<file path="src/rtl/aes_serial_loader_if.sv">
// Beat-in / block-out bundle for the AES serial loader.
// master drives beats and accepts blocks; slave is the loader.
interface aes_serial_loader_if #(
  parameter int BEAT_BYTES = 1
);
  logic [8*BEAT_BYTES-1:0] in_data;
  logic                    in_valid;
  logic                    in_ready;
  logic [3:0]              nk;
  logic                    key_reuse;
  logic                    abort;
  logic [127:0]            pt_out;
  logic [255:0]            key_out;
  logic [3:0]              nk_out;
  logic                    out_valid;
  logic                    out_ready;
  logic                    err;
  logic [15:0]             blk_cnt;

  modport master (
    output in_data,
    output in_valid,
    output nk,
    output key_reuse,
    output abort,
    output out_ready,
    input  in_ready,
    input  pt_out,
    input  key_out,
    input  nk_out,
    input  out_valid,
    input  err,
    input  blk_cnt
  );

  modport slave (
    input  in_data,
    input  in_valid,
    input  nk,
    input  key_reuse,
    input  abort,
    input  out_ready,
    output in_ready,
    output pt_out,
    output key_out,
    output nk_out,
    output out_valid,
    output err,
    output blk_cnt
  );
endinterface

</file>
<file path="src/rtl/aes_serial_loader.sv">
// Serial byte-beat loader assembling AES plaintext and key
// blocks for the EncryptNK4/6/8 cores.
module aes_serial_loader #(
  parameter int BEAT_BYTES = 1
) (
  input logic              clk,
  input logic              rst_n,
  aes_serial_loader_if.slave bus
);
  localparam int BW = 8 * BEAT_BYTES;
  localparam logic [5:0] STEP = 6'(BEAT_BYTES);

  typedef enum logic [1:0] {
    LOAD_PT,
    LOAD_KEY,
    HOLD
  } state_t;

  state_t state;
  state_t state_nxt;

  logic [5:0]   cnt;
  logic [127:0] pt_q;
  logic [255:0] key_q;
  logic [3:0]   nk_q;
  logic         reuse_q;
  logic         key_vld;
  logic         err_q;
  logic [15:0]  blk_q;

  logic loading;
  logic ready;
  logic accept;
  logic first;
  logic nk_ok;
  logic bad;
  logic pt_last;
  logic key_last;
  logic reuse_ok;

  always_comb begin
    loading  = (state == LOAD_PT) || (state == LOAD_KEY);
    ready    = rst_n && loading && !bus.abort;
    accept   = ready && bus.in_valid;
    first    = (state == LOAD_PT) && (cnt == 6'd0);
    nk_ok    = (bus.nk == 4'd4) || (bus.nk == 4'd6)
            || (bus.nk == 4'd8);
    bad      = accept && first && !nk_ok;
    pt_last  = accept && (state == LOAD_PT) && !bad
            && ((cnt + STEP) == 6'd16);
    key_last = accept && (state == LOAD_KEY)
            && ((cnt + STEP) == {nk_q, 2'b00});
    // a reuse request without a stored key reloads it
    reuse_ok = reuse_q && key_vld;
  end

  always_comb begin
    state_nxt = state;
    unique case (state)
      LOAD_PT: begin
        if (bus.abort)
          state_nxt = LOAD_PT;
        else if (pt_last)
          state_nxt = reuse_ok ? HOLD : LOAD_KEY;
      end
      LOAD_KEY: begin
        if (bus.abort)
          state_nxt = LOAD_PT;
        else if (key_last)
          state_nxt = HOLD;
      end
      HOLD: begin
        if (bus.out_ready)
          state_nxt = LOAD_PT;
      end
      default: state_nxt = LOAD_PT;
    endcase
  end

  always_ff @(posedge clk) begin
    if (!rst_n)
      state <= LOAD_PT;
    else
      state <= state_nxt;
  end

  always_ff @(posedge clk) begin
    if (!rst_n) begin
      cnt     <= '0;
      pt_q    <= '0;
      key_q   <= '0;
      nk_q    <= '0;
      reuse_q <= 1'b0;
      key_vld <= 1'b0;
      err_q   <= 1'b0;
      blk_q   <= '0;
    end else begin
      err_q <= bad;
      unique case (state)
        LOAD_PT: begin
          if (bus.abort) begin
            cnt <= '0;
          end else if (accept && !bad) begin
            if (first) begin
              nk_q    <= bus.nk;
              reuse_q <= bus.key_reuse;
            end
            pt_q <= {pt_q[127-BW:0], bus.in_data};
            if (pt_last) begin
              cnt <= '0;
              if (!reuse_ok)
                key_q <= '0;
            end else begin
              cnt <= cnt + STEP;
            end
          end
        end
        LOAD_KEY: begin
          if (bus.abort) begin
            cnt     <= '0;
            key_vld <= 1'b0;
          end else if (accept) begin
            for (int b = 0; b < BEAT_BYTES; b++)
              key_q[8*(31-int'(cnt)-b) +: 8]
                <= bus.in_data[8*(BEAT_BYTES-1-b) +: 8];
            if (key_last) begin
              cnt     <= '0;
              key_vld <= 1'b1;
            end else begin
              cnt <= cnt + STEP;
            end
          end
        end
        HOLD: begin
          if (bus.out_ready)
            blk_q <= blk_q + 16'd1;
        end
        default: cnt <= '0;
      endcase
    end
  end

  assign bus.in_ready  = ready;
  assign bus.out_valid = (state == HOLD);
  assign bus.pt_out    = pt_q;
  assign bus.key_out   = key_q;
  assign bus.nk_out    = nk_q;
  assign bus.err       = err_q;
  assign bus.blk_cnt   = blk_q;
endmodule

</file>
<file path="src/flat_wrapper.sv">
// flat-port wrapper written by rule: the top's interface ports become plain ports
module aes_serial_loader_flat 
#(
  parameter int BEAT_BYTES = 1
)
  (clk, rst_n, bus_in_data, bus_in_valid, bus_nk, bus_key_reuse, bus_abort, bus_out_ready, bus_in_ready, bus_pt_out, bus_key_out, bus_nk_out, bus_out_valid, bus_err, bus_blk_cnt);
  aes_serial_loader_if #(.BEAT_BYTES(BEAT_BYTES)) bus_i ();
  input logic clk;
  input logic rst_n;
  input wire logic [$bits(bus_i.in_data)-1:0] bus_in_data;
  input wire logic [$bits(bus_i.in_valid)-1:0] bus_in_valid;
  input wire logic [$bits(bus_i.nk)-1:0] bus_nk;
  input wire logic [$bits(bus_i.key_reuse)-1:0] bus_key_reuse;
  input wire logic [$bits(bus_i.abort)-1:0] bus_abort;
  input wire logic [$bits(bus_i.out_ready)-1:0] bus_out_ready;
  output wire logic [$bits(bus_i.in_ready)-1:0] bus_in_ready;
  output wire logic [$bits(bus_i.pt_out)-1:0] bus_pt_out;
  output wire logic [$bits(bus_i.key_out)-1:0] bus_key_out;
  output wire logic [$bits(bus_i.nk_out)-1:0] bus_nk_out;
  output wire logic [$bits(bus_i.out_valid)-1:0] bus_out_valid;
  output wire logic [$bits(bus_i.err)-1:0] bus_err;
  output wire logic [$bits(bus_i.blk_cnt)-1:0] bus_blk_cnt;
  assign bus_i.in_data = bus_in_data;
  assign bus_i.in_valid = bus_in_valid;
  assign bus_i.nk = bus_nk;
  assign bus_i.key_reuse = bus_key_reuse;
  assign bus_i.abort = bus_abort;
  assign bus_i.out_ready = bus_out_ready;
  assign bus_in_ready = bus_i.in_ready;
  assign bus_pt_out = bus_i.pt_out;
  assign bus_key_out = bus_i.key_out;
  assign bus_nk_out = bus_i.nk_out;
  assign bus_out_valid = bus_i.out_valid;
  assign bus_err = bus_i.err;
  assign bus_blk_cnt = bus_i.blk_cnt;
  aes_serial_loader #(.BEAT_BYTES(BEAT_BYTES)) u_core (.clk(clk), .rst_n(rst_n), .bus(bus_i));
endmodule
</file>
<file path="config.mk">
export PLATFORM = sky130hd
export DESIGN_NAME = aes_serial_loader_flat
export DESIGN_NICKNAME = d
export VERILOG_FILES = /design/src/rtl/aes_serial_loader_if.sv /design/src/rtl/aes_serial_loader.sv /design/src/flat_wrapper.sv
export SDC_FILE = /design/constraint.sdc
export NUM_CORES = 1
export LEC_CHECK = 0
export ABC_AREA = 1
export BUFFER_PORTS_ARGS = -buffer_cell sky130_fd_sc_hd__buf_2
export CORE_MARGIN = 2
export CORE_UTILIZATION = 50
export CTS_CLUSTER_SIZE = 25
export DETAILED_ROUTE_END_ITERATION = 10
export PLACE_DENSITY = 0.86
export SLEW_MARGIN = 40
export SYNTH_ARGS = -nofsm -noshare
export SYNTH_HDL_FRONTEND = slang
export SYNTH_SLANG_ARGS = --single-unit
</file>
<file path="constraint.sdc">
create_clock -name clk -period 4.8 [get_ports clk]
set_clock_uncertainty 0.1 [all_clocks]
set_input_delay 0.96 -clock clk [delete_from_list [all_inputs] [get_ports clk]]
set_output_delay 0.96 -clock clk [all_outputs]
set_load 0.02 [all_outputs]
</file>
# After elaboration in Yosys (flattened, before gate mapping)
# Cells that the tools add are included.
[classes] addsub=4 eq_ne=18 shifts=2 n_mux=25 n_bitwise=2 reduce_logical=31
[op_table] op="$mux W256" count=6
[op_table] op="$pmux W256 S2" count=1
[op_table] op="$bwmux W256" count=1
[op_table] op="$shift A8 B33 Y256 const A" count=1
[op_table] op="$shiftx A8 B33 Y256" count=1
[op_table] op="$mux W6" count=6
[op_table] op="$neg A32 Y33" count=1
[op_table] op="$pmux W6 S3" count=1
[op_table] op="$add A16 B1 Y16 const B" count=1
[op_table] op="$logic_and A1 B1 Y1" count=13
[op_table] op="$mux W2" count=6
[op_table] op="$reduce_and A3 Y1" count=4
[op_table] op="$ne A2 B2 Y1 const B" count=5
[op_table] op="$ne A3 B2 Y1 const B" count=3
[op_table] op="$eq A4 B3 Y1 const B" count=2
[op_table] op="$reduce_and A7 Y1" count=1
[op_table] op="$sub A5 B6 Y7 const A" count=1
[op_table] op="$add A6 B1 Y6 const B" count=1
[op_table] op="$eq A6 B5 Y1 const B" count=1
[op_table] op="$eq A6 B6 Y1" count=1
[op_table] op="$logic_not A6 Y1" count=1
[op_table] op="$pmux W2 S3" count=1
[op_table] op="$reduce_bool A2 Y1" count=3
[op_table] op="$eq A4 B4 Y1 const B" count=1
[op_table] op="11 further kinds" count=19
[word_totals] register_bits=415 in_bits=18 output_inout_bits=407 word_cells=91

# Depth between registers and ports, before layout
# Gate-level depths: netlist (run 1).
[depth] ltp_word=14 mapped_depth=18

# Least setup slack after synthesis (run 1)
# No wires, ideal clock.
[synth_path] kind="input -> register" start="input rst_n" end="register u_core.key_q[32], in the netlist u_core.bus.key_out[32]" t_arrival_ps=2791 required_time_ps=4630 setup_slack_ps=1839 cell_stages=15 cell_sequence="buf_4 inv_2 nor3_2 nand2_1 inv_1 nand3_1 nand2_1 inv_2 nand3_1 nand2_1 buf_6 buf_4 nand2_1 nand2_1 a21oi_1"
[synth_between] elab_chain_len=10
[synth_rtl] item="from (decl)" line_no="flat_wrapper.sv:9" text="input logic rst_n;"
[synth_rtl] item="$logic_and A1 B1 Y1 * (2 in a row)" line_no="aes_serial_loader.sv:43" text="ready = rst_n && loading && !bus.abort;"
[synth_rtl] item="net bus_in_ready" line_no="flat_wrapper.sv:16" text="output wire logic [$bits(bus_i.in_ready)-1:0] bus_in_ready;"
[synth_rtl] item="$logic_and A1 B1 Y1 *" line_no="aes_serial_loader.sv:44" text="accept = ready && bus.in_valid;"
[synth_rtl] item="$logic_and A1 B1 Y1 (2 in a row)" line_no="aes_serial_loader.sv:48" text="bad = accept && first && !nk_ok;"
[synth_rtl] item="$logic_not A1 Y1" line_no="aes_serial_loader.sv:49, aes_serial_loader.sv:103"
[synth_rtl] item="$logic_and A1 B1 Y1" line_no="aes_serial_loader.sv:49" text="pt_last = accept && (state == LOAD_PT) && !bad"
[synth_rtl] item="$logic_and A1 B1 Y1" line_no="aes_serial_loader.sv:50" text="&& ((cnt + STEP) == 6'd16);"
[synth_rtl] item="$ne A2 B1 Y1 (no source line)"
[synth_rtl] item="$reduce_and A7 Y1 (no source line) *"
[synth_rtl] item="to (signal assigned)" line_no="aes_serial_loader.sv:91" text="key_q <= '0;"
[synth_rtl] item="to (signal assigned)" line_no="aes_serial_loader.sv:112" text="key_q <= '0;"
[synth_rtl] item="to (decl)" line_no="aes_serial_loader.sv:24" text="logic [255:0] key_q;"
# Mark *: on every way through the listed nets, which the timed path passes. The rest lies on a longest branch.
# A chain may end at the register's enable or synchronous reset.

# Worst setup path after layout (run 1)
[layout_path] start="register u_core.cnt[0]" end="register u_core.key_q[95], in the netlist u_core.bus.key_out[95]"
[layout_between] elab_chain_len=9
[layout_rtl] item="from (decl)" line_no="aes_serial_loader.sv:22" text="logic [5:0] cnt;"
[layout_rtl] item="from (signal assigned)" line_no="aes_serial_loader.sv:114" text="cnt <= cnt + STEP;"
[layout_rtl] item="from (signal assigned)" line_no="aes_serial_loader.sv:130" text="cnt <= cnt + STEP;"
[layout_rtl] item="branches (longest 9 deep; another with $neg A32 Y33)"
# Parallel ways; which one is timed is not known. The select of a mux whose other input is x is not followed.

==> flow_metrics.env, run 1 <==
export IMPL_min_to="u_core.bus.key_out[90]"
export IMPL_synth_async_sr_flop_share_pct=0
export IMPL_finalWorstPathRequiredPeriod_ns=4.30
export IMPL_hold_viol_final=0
export IMPL_layout_setup_ws_ns=0.504
export IMPL_setup_tns_ns=0
export IMPL_gp_congestion=0.987
export IMPL_hold_path_class="reg -> reg"
export IMPL_p_sw_mw=1.85
export IMPL_cp_max_fo=20
export IMPL_ir_drop_mv=0.238
export IMPL_drv_cap=0
export IMPL_syn_avg_cell_area_um2=7.18
export IMPL_vias=16597
export IMPL_syn_to_final_growth_pct=23.7
export IMPL_cts_max_path_buffers=3
export IMPL_ys_seq_elements=415
export IMPL_cts_buffers=41
export IMPL_ff2ff_path_depth=15
export IMPL_synth_top_area_cell="dfxtp_1"
export IMPL_grt_met2_usage_pct=47.6
export IMPL_yosys_top_cells_count="nand2_1, dfxtp_1, nor2_1, a21oi_1, o21ai_0"
export IMPL_synthTopCellsByArea="dfxtp_1, nand2_1, a21oi_1"
export IMPL_arrival_ns=4.65
export IMPL_worst_setup_path_end_kind="flip-flop"
export IMPL_clkSinkCount=415
export IMPL_antenna_found_initial=2
export IMPL_start_util_pct=50.9
export IMPL_grt_pass1_vias=15328
export IMPL_dieHeight_um=184
export IMPL_num_io_pins=425
export IMPL_yosysMostFrequentCell="nand2_1"
export IMPL_r2r_end="u_core.bus.key_out[95]"
export IMPL_cts_max_level=2
export IMPL_cts_setup_buffers=0
export IMPL_dpl_worst_slack_ns=0.693
export IMPL_status="finished clean"
export IMPL_drt_iter0_markers=1572
export IMPL_worstSetupPathType="reg -> reg"
export IMPL_slew_headroom_pct=48.7
export IMPL_timing_final_crit_share_pct=89.5
export IMPL_post_cts_resized=0
export IMPL_p_int_mw=5.85
export IMPL_synthCells=2250
export IMPL_layout_drive_gt1_share_pct=20.0
export IMPL_synthFlopType="dfxtp_1"
export IMPL_fin_nets=2658
export IMPL_clk_latency_ns=0.52
export IMPL_place_hpwl_mm=37.1
export IMPL_drtAntennaViolNets=0
export IMPL_min_path_cells=2
export IMPL_cp_required_ns=5.15
export IMPL_swShare_pct=24.0
export IMPL_r2r_start="u_core.cnt[0]"
export IMPL_synth_nets=2278
export IMPL_tightest_slew_ns=0.770
export IMPL_design_core_area_mm2=0.0317
export IMPL_pwr_density_cell_mw_per_mm2=385
export IMPL_maxSlewViolCount=0
export IMPL_synth_edf_count=0
export IMPL_ys_warn_count=0
export IMPL_holdWs_ns=0.360
export IMPL_grt_overflow=0
export IMPL_netlist_area_mm2=0.0161
export IMPL_grtUsageMet1_pct=36.9
export IMPL_root_buffer="clkbuf_16"
export IMPL_final_cells=3064
export IMPL_yosysTopAreaCellShare_pct=51.5
export IMPL_drc=0
export IMPL_routed_wl_mm=52.1
export IMPL_clockPowerShare_pct=45.3
export IMPL_track_usage_pct=29.4
export IMPL_hp_start="u_core.bus.key_out[90]"
export IMPL_synth_cell_type_count=30
export IMPL_rrSetupSlack_ns=0.50
export IMPL_p_comb_share_pct=8.3
export IMPL_wire_per_inst_um=17.0
export IMPL_critPathLaunchType="flip-flop"
export IMPL_avgViaCountPerCell=5.42
export IMPL_portBuffers=424
export IMPL_clk_pin_slew_ns=0.06
export IMPL_fmax_ghz=0.233
export IMPL_rsz0062_at_grt="no"
export IMPL_die_area_mm2=0.0337
export IMPL_hold_buffers=0
export IMPL_num_rows=65
export IMPL_die_x_um=184
export IMPL_grt_max_degree=145
export IMPL_globalRouteMet3Util_pct=7.11
export IMPL_seq_power_share_pct=46.4
export IMPL_ys_seq_area_share_pct=51.5
export IMPL_cts_tree="done"
export IMPL_first_pass_iters=7
export IMPL_gr_max_usage_layer="met2"
export IMPL_grt_pass1_wl_mm=79.8
export IMPL_p_leak_nw=8.86
export IMPL_setup_viol=0
export IMPL_dp_cells=2989
## stage by stage
stage,utilization [%],total power [mW],instance area (µm²)
2_1_floorplan,-,4.07,16100
3_3_place_gp,58.2,4.26,18500
3_5_place_dp,58.3,4.28,18500
4_1_cts,63.0,7.72,20000
5_1_grt,63.0,7.94,20000
6_report,63.0,7.70,20000
## registers in the layout, summed over array words and instances (netlist names)
| signal | cells |
|---|---|
| u_core.state | 2 |
| u_core.key_vld | 1 |
| u_core.bus.pt_out | 128 |
| u_core.bus.blk_cnt | 16 |
| u_core.cnt | 6 |
| u_core.bus.err | 1 |
| u_core.bus.key_out | 256 |
| u_core.reuse_q | 1 |
| u_core.bus.nk_out | 4 |
## cell type report
class | count | area, µm²
Tap cell | 402 | 503
Clock buffer | 60 | 1240
Clock inverter | 13 | 244
Inverter | 133 | 509
Antenna cell | 2 | 5.00
Sequential cell | 415 | 8310
Timing Repair Buffer | 436 | 2230
Fill cell | 2760 | 11700
Multi-Input combinational cell | 1603 | 6940
## worst max-delay path by stage
stage / slack [ns] / startpoint / depth (start not counted) / to
final: 0.50 / u_core.cnt[0] / 15 / u_core.bus.key_out[95]
after global routing: 0.14 / u_core.cnt[0] / 15 / u_core.bus.key_out[210]
after CTS: 0.66 / u_core.cnt[0] / 15 / u_core.bus.key_out[217]
after detailed placement: 0.69 / u_core.cnt[0] / 15 / u_core.bus.key_out[217]
after global placement: 0.83 / u_core.cnt[0] / 15 / u_core.bus.key_out[217]
after floorplan: 1.84 / rst_n / 15 / u_core.bus.key_out[32]
## metal layers
layer  share of wire, %  wire [µm]  vias to the layer above
li1                   -          -                     7935
met1                 40      20800                     7627
met2                 46      23900                      853
met3                9.4       4920                      182
met4                4.7       2440                        0
met5                  0          0                        -
## worst max-delay path, stage by stage (launching register included)
cell     delay (ns)
dfxtp_1        0.70
ha_1           0.34
nand4_1        0.14
nor2_1         0.20
ha_1           0.48
inv_1          0.24
nand2_1        0.08
nor2_1         0.09
nand3_1        0.10
nand2_1        0.11
nand4_1        0.22
nor2_1         0.47
nand2_1        0.18
nor2_1         0.48
nand2_1        0.11
a21oi_1        0.18
## cell families (layout without fill, tap and decap cells)
group	count (synthesis)	after routing	share of synthesized area, %
other cells	0	2	0
fa+ha+maj	10	10	0.775
flops	415	415	51.5
simple gates	1133	1133	27.6
buf+inv	232	642	5.66
compound gates	455	455	14.1
xor+xnor	5	5	0.318
## cells in the final DEF, fill, tap and decap left out, drive strengths merged
master / count
buf: 435
nor3: 26
nor3b: 1
nor4: 2
dfxtp: 415
bufinv: 7
nand4: 18
nand3: 37
xnor2: 1
a21oi: 287
nand3b: 1
xor2: 4
o21ai: 165
o211ai: 1
nor2: 381
inv: 129
clkinv: 10
o21a: 2
diode: 2
nand2: 667
clkbuf: 61
ha: 10
## power groups by stage
stage               combinational, mW  clock, mW  sequential [mW]
floorplan                       0.352          0             3.72
global placement                0.615          0             3.65
detailed placement              0.626          0             3.65
CTS                             0.629       3.52             3.57
global route                    0.698       3.66             3.58
finish                          0.638       3.49             3.57
Power figures use the tool's default switching activity.
==> inputs of run 2 (changes only) <==
--- a/config.mk
+++ b/config.mk
@@ -12,6 +12,7 @@
 export CTS_CLUSTER_SIZE = 25
 export DETAILED_ROUTE_END_ITERATION = 10
 export PLACE_DENSITY = 0.86
+export REMOVE_ABC_BUFFERS = 1
 export SLEW_MARGIN = 40
 export SYNTH_ARGS = -nofsm -noshare
 export SYNTH_HDL_FRONTEND = slang
==> flow_metrics.env, run 2 (synthesis gave the netlist of run 1 again) <==
export IMPL_status="finished clean"
export IMPL_hold_viol_final=0
export IMPL_clk_pin_slew_ns=0.06
export IMPL_crit_end="u_core.bus.key_out[91]"
export IMPL_critPathLaunchType="flip-flop"
export IMPL_p_comb_share_pct=8.6
export IMPL_vias=16500
export IMPL_post_cts_resized=0
export IMPL_ff2ff_path_depth=15
export IMPL_timing_final_crit_share_pct=87.9
export IMPL_clkSinkCount=415
export IMPL_fin_nets=2661
export IMPL_clockPowerShare_pct=43.7
export IMPL_cp_required_ns=5.15
export IMPL_finalWorstPathRequiredPeriod_ns=4.22
export IMPL_slowest_stage="dfxtp_1"
export IMPL_die_x_um=184
export IMPL_rsz0062_at_grt="no"
export IMPL_startpoint="u_core.cnt[0]"
export IMPL_wire_per_inst_um=17.3
export IMPL_arrival_ns=4.56
export IMPL_first_pass_iters=5
export IMPL_ir_drop_mv=0.345
export IMPL_r2r_end="u_core.bus.key_out[91]"
export IMPL_seq_power_share_pct=47.7
export IMPL_antenna_found_initial=4
export IMPL_design_core_area_mm2=0.0317
export IMPL_drv_cap=0
export IMPL_drt_iter0_markers=1399
export IMPL_final_cells=3064
export IMPL_cts_buffers=43
export IMPL_nFillCells=2747
export IMPL_crit_path_cell_trace="ha_1, nand4_1, nor2_1, ha_1, inv_1, nand2_1, nor2_1, nand3_1, nand2_1, nand4_1, nor2_1, nand2_1, nor2_1, nand2_1, a21oi_1"
export IMPL_fin_area_mm2=0.0199
export IMPL_fmax_ghz=0.237
export IMPL_r2r_start="u_core.cnt[0]"
export IMPL_cp_buffers_inverters=1
export IMPL_worst_setup_path_end_kind="flip-flop"
export IMPL_hold_buffers=0
export IMPL_dp_cells=2990
export IMPL_swShare_pct=25.1
export IMPL_syn_to_final_growth_pct=23.2
export IMPL_cts_setup_buffers=0
export IMPL_tightest_slew_ns=0.825
export IMPL_multiInputGateArea_mm2=0.00695
export IMPL_globalRouteMet3Util_pct=8.44
export IMPL_dpl_worst_slack_ns=0.751
export IMPL_layout_drive_gt1_share_pct=20.0
export IMPL_p_leak_nw=8.81
export IMPL_regArea_mm2=0.00831
export IMPL_cp_max_fo=20
export IMPL_routed_wl_mm=53.1
export IMPL_place_hpwl_mm=37.9
export IMPL_gp_congestion=0.980
export IMPL_start_util_pct=50.9
export IMPL_cts_max_path_buffers=3
export IMPL_portBuffers=424
export IMPL_rrSetupSlack_ns=0.58
export IMPL_postPlaceCellArea_mm2=0.0185
export IMPL_critical_path_depth=15
export IMPL_maxSlewViolCount=0
export IMPL_dieHeight_um=184
export IMPL_slew_headroom_pct=45.0
export IMPL_hold_path_class="reg -> reg"
export IMPL_root_buffer="clkbuf_16"
export IMPL_num_io_pins=425
export IMPL_p_total_mw=7.50
export IMPL_p_int_mw=5.61
export IMPL_num_rows=65
export IMPL_die_area_mm2=0.0337
export IMPL_final_cell_mix="nand2_1, buf_2, dfxtp_1"
export IMPL_avgViaCountPerCell=5.39
export IMPL_grt_overflow=0
export IMPL_setup_viol=0
export IMPL_track_usage_pct=30.2
export IMPL_gr_max_usage_layer="met2"
export IMPL_grtUsageMet1_pct=35.8
export IMPL_cts_max_level=2
export IMPL_drtAntennaViolNets=0
export IMPL_cts_tree="done"
export IMPL_clk_latency_ns=0.53
export IMPL_grt_pass1_vias=15399
export IMPL_drc=0
export IMPL_p_sw_mw=1.88
export IMPL_cp_top_family="simple AND/OR/NAND/NOR gates"
export IMPL_final_util_pct=62.7
export IMPL_worstSetupPathType="reg -> reg"
export IMPL_slowest_delay_ns=0.61
export IMPL_grt_met2_usage_pct=50.7
export IMPL_layout_setup_ws_ns=0.583
export IMPL_largest_reg_flops=256
export IMPL_layout_commonest_cell="nand2_1"
export IMPL_grt_pass1_wl_mm=81.5
export IMPL_grt_max_degree=121
export IMPL_pwr_density_cell_mw_per_mm2=377
run 2: routing by layer:
| layer | vias to the layer above | part of all wire (%) | routed length [µm] |
|---|---|---|---|
| met5 | - | 0.079 | 42 |
| met4 | 6 | 4.4 | 2310 |
| met3 | 152 | 10 | 5450 |
| met2 | 811 | 47 | 24700 |
| met1 | 7593 | 39 | 20500 |
| li1 | 7938 | - | - |
run 2: cell type report:
cell class | count | share of cell area (%)
Antenna cell | 1 | 0.0126
Clock buffer | 64 | 6.57
Clock inverter | 9 | 0.415
Inverter | 133 | 2.56
Multi-Input combinational cell | 1603 | 34.9
Sequential cell | 415 | 41.8
Tap cell | 402 | 2.53
Timing Repair Buffer | 437 | 11.2
run 2: per-stage QoR:
step	hold WS, ns	TNS, ns
after floorplan	0.341	-1296.61
after global placement	0.336	0
after detailed placement	0.350	0
final	0.359	0
after global routing	0.374	0
after CTS	0.361	0
run 2: power groups by stage:
stage | logic [mW] | registers [mW] | clock network (mW)
after floorplan | 0.322 | 3.72 | 0
after global placement | 0.617 | 3.65 | 0
after detailed placement | 0.631 | 3.65 | 0
after CTS | 0.637 | 3.58 | 3.31
after global routing | 0.704 | 3.59 | 3.47
final | 0.645 | 3.58 | 3.27
run 2: worst min path at each step:
stage                     slack [ns]                 endpoint  cells after the start                    start
after floorplan                 0.34           u_core.reuse_q                      2           u_core.reuse_q
after global placement          0.34   u_core.bus.blk_cnt[15]                      1   u_core.bus.blk_cnt[15]
after detailed placement        0.35   u_core.bus.key_out[41]                      2   u_core.bus.key_out[41]
after CTS                       0.36   u_core.bus.key_out[68]                      2   u_core.bus.key_out[68]
after global routing            0.37  u_core.bus.key_out[178]                      2  u_core.bus.key_out[178]
final                           0.36   u_core.bus.key_out[68]                      2   u_core.bus.key_out[68]
run 2: worst register-to-register path, stage by stage (launching register included):
cell and delay [ns]:
dfxtp_1 0.61, ha_1 0.31, nand4_1 0.14, nor2_1 0.21, ha_1 0.47, inv_1 0.23, nand2_1 0.07, nor2_1 0.09
nand3_1 0.10, nand2_1 0.10, nand4_1 0.19, nor2_1 0.56, nand2_1 0.22, nor2_1 0.43, nand2_1 0.12, a21oi_1 0.19
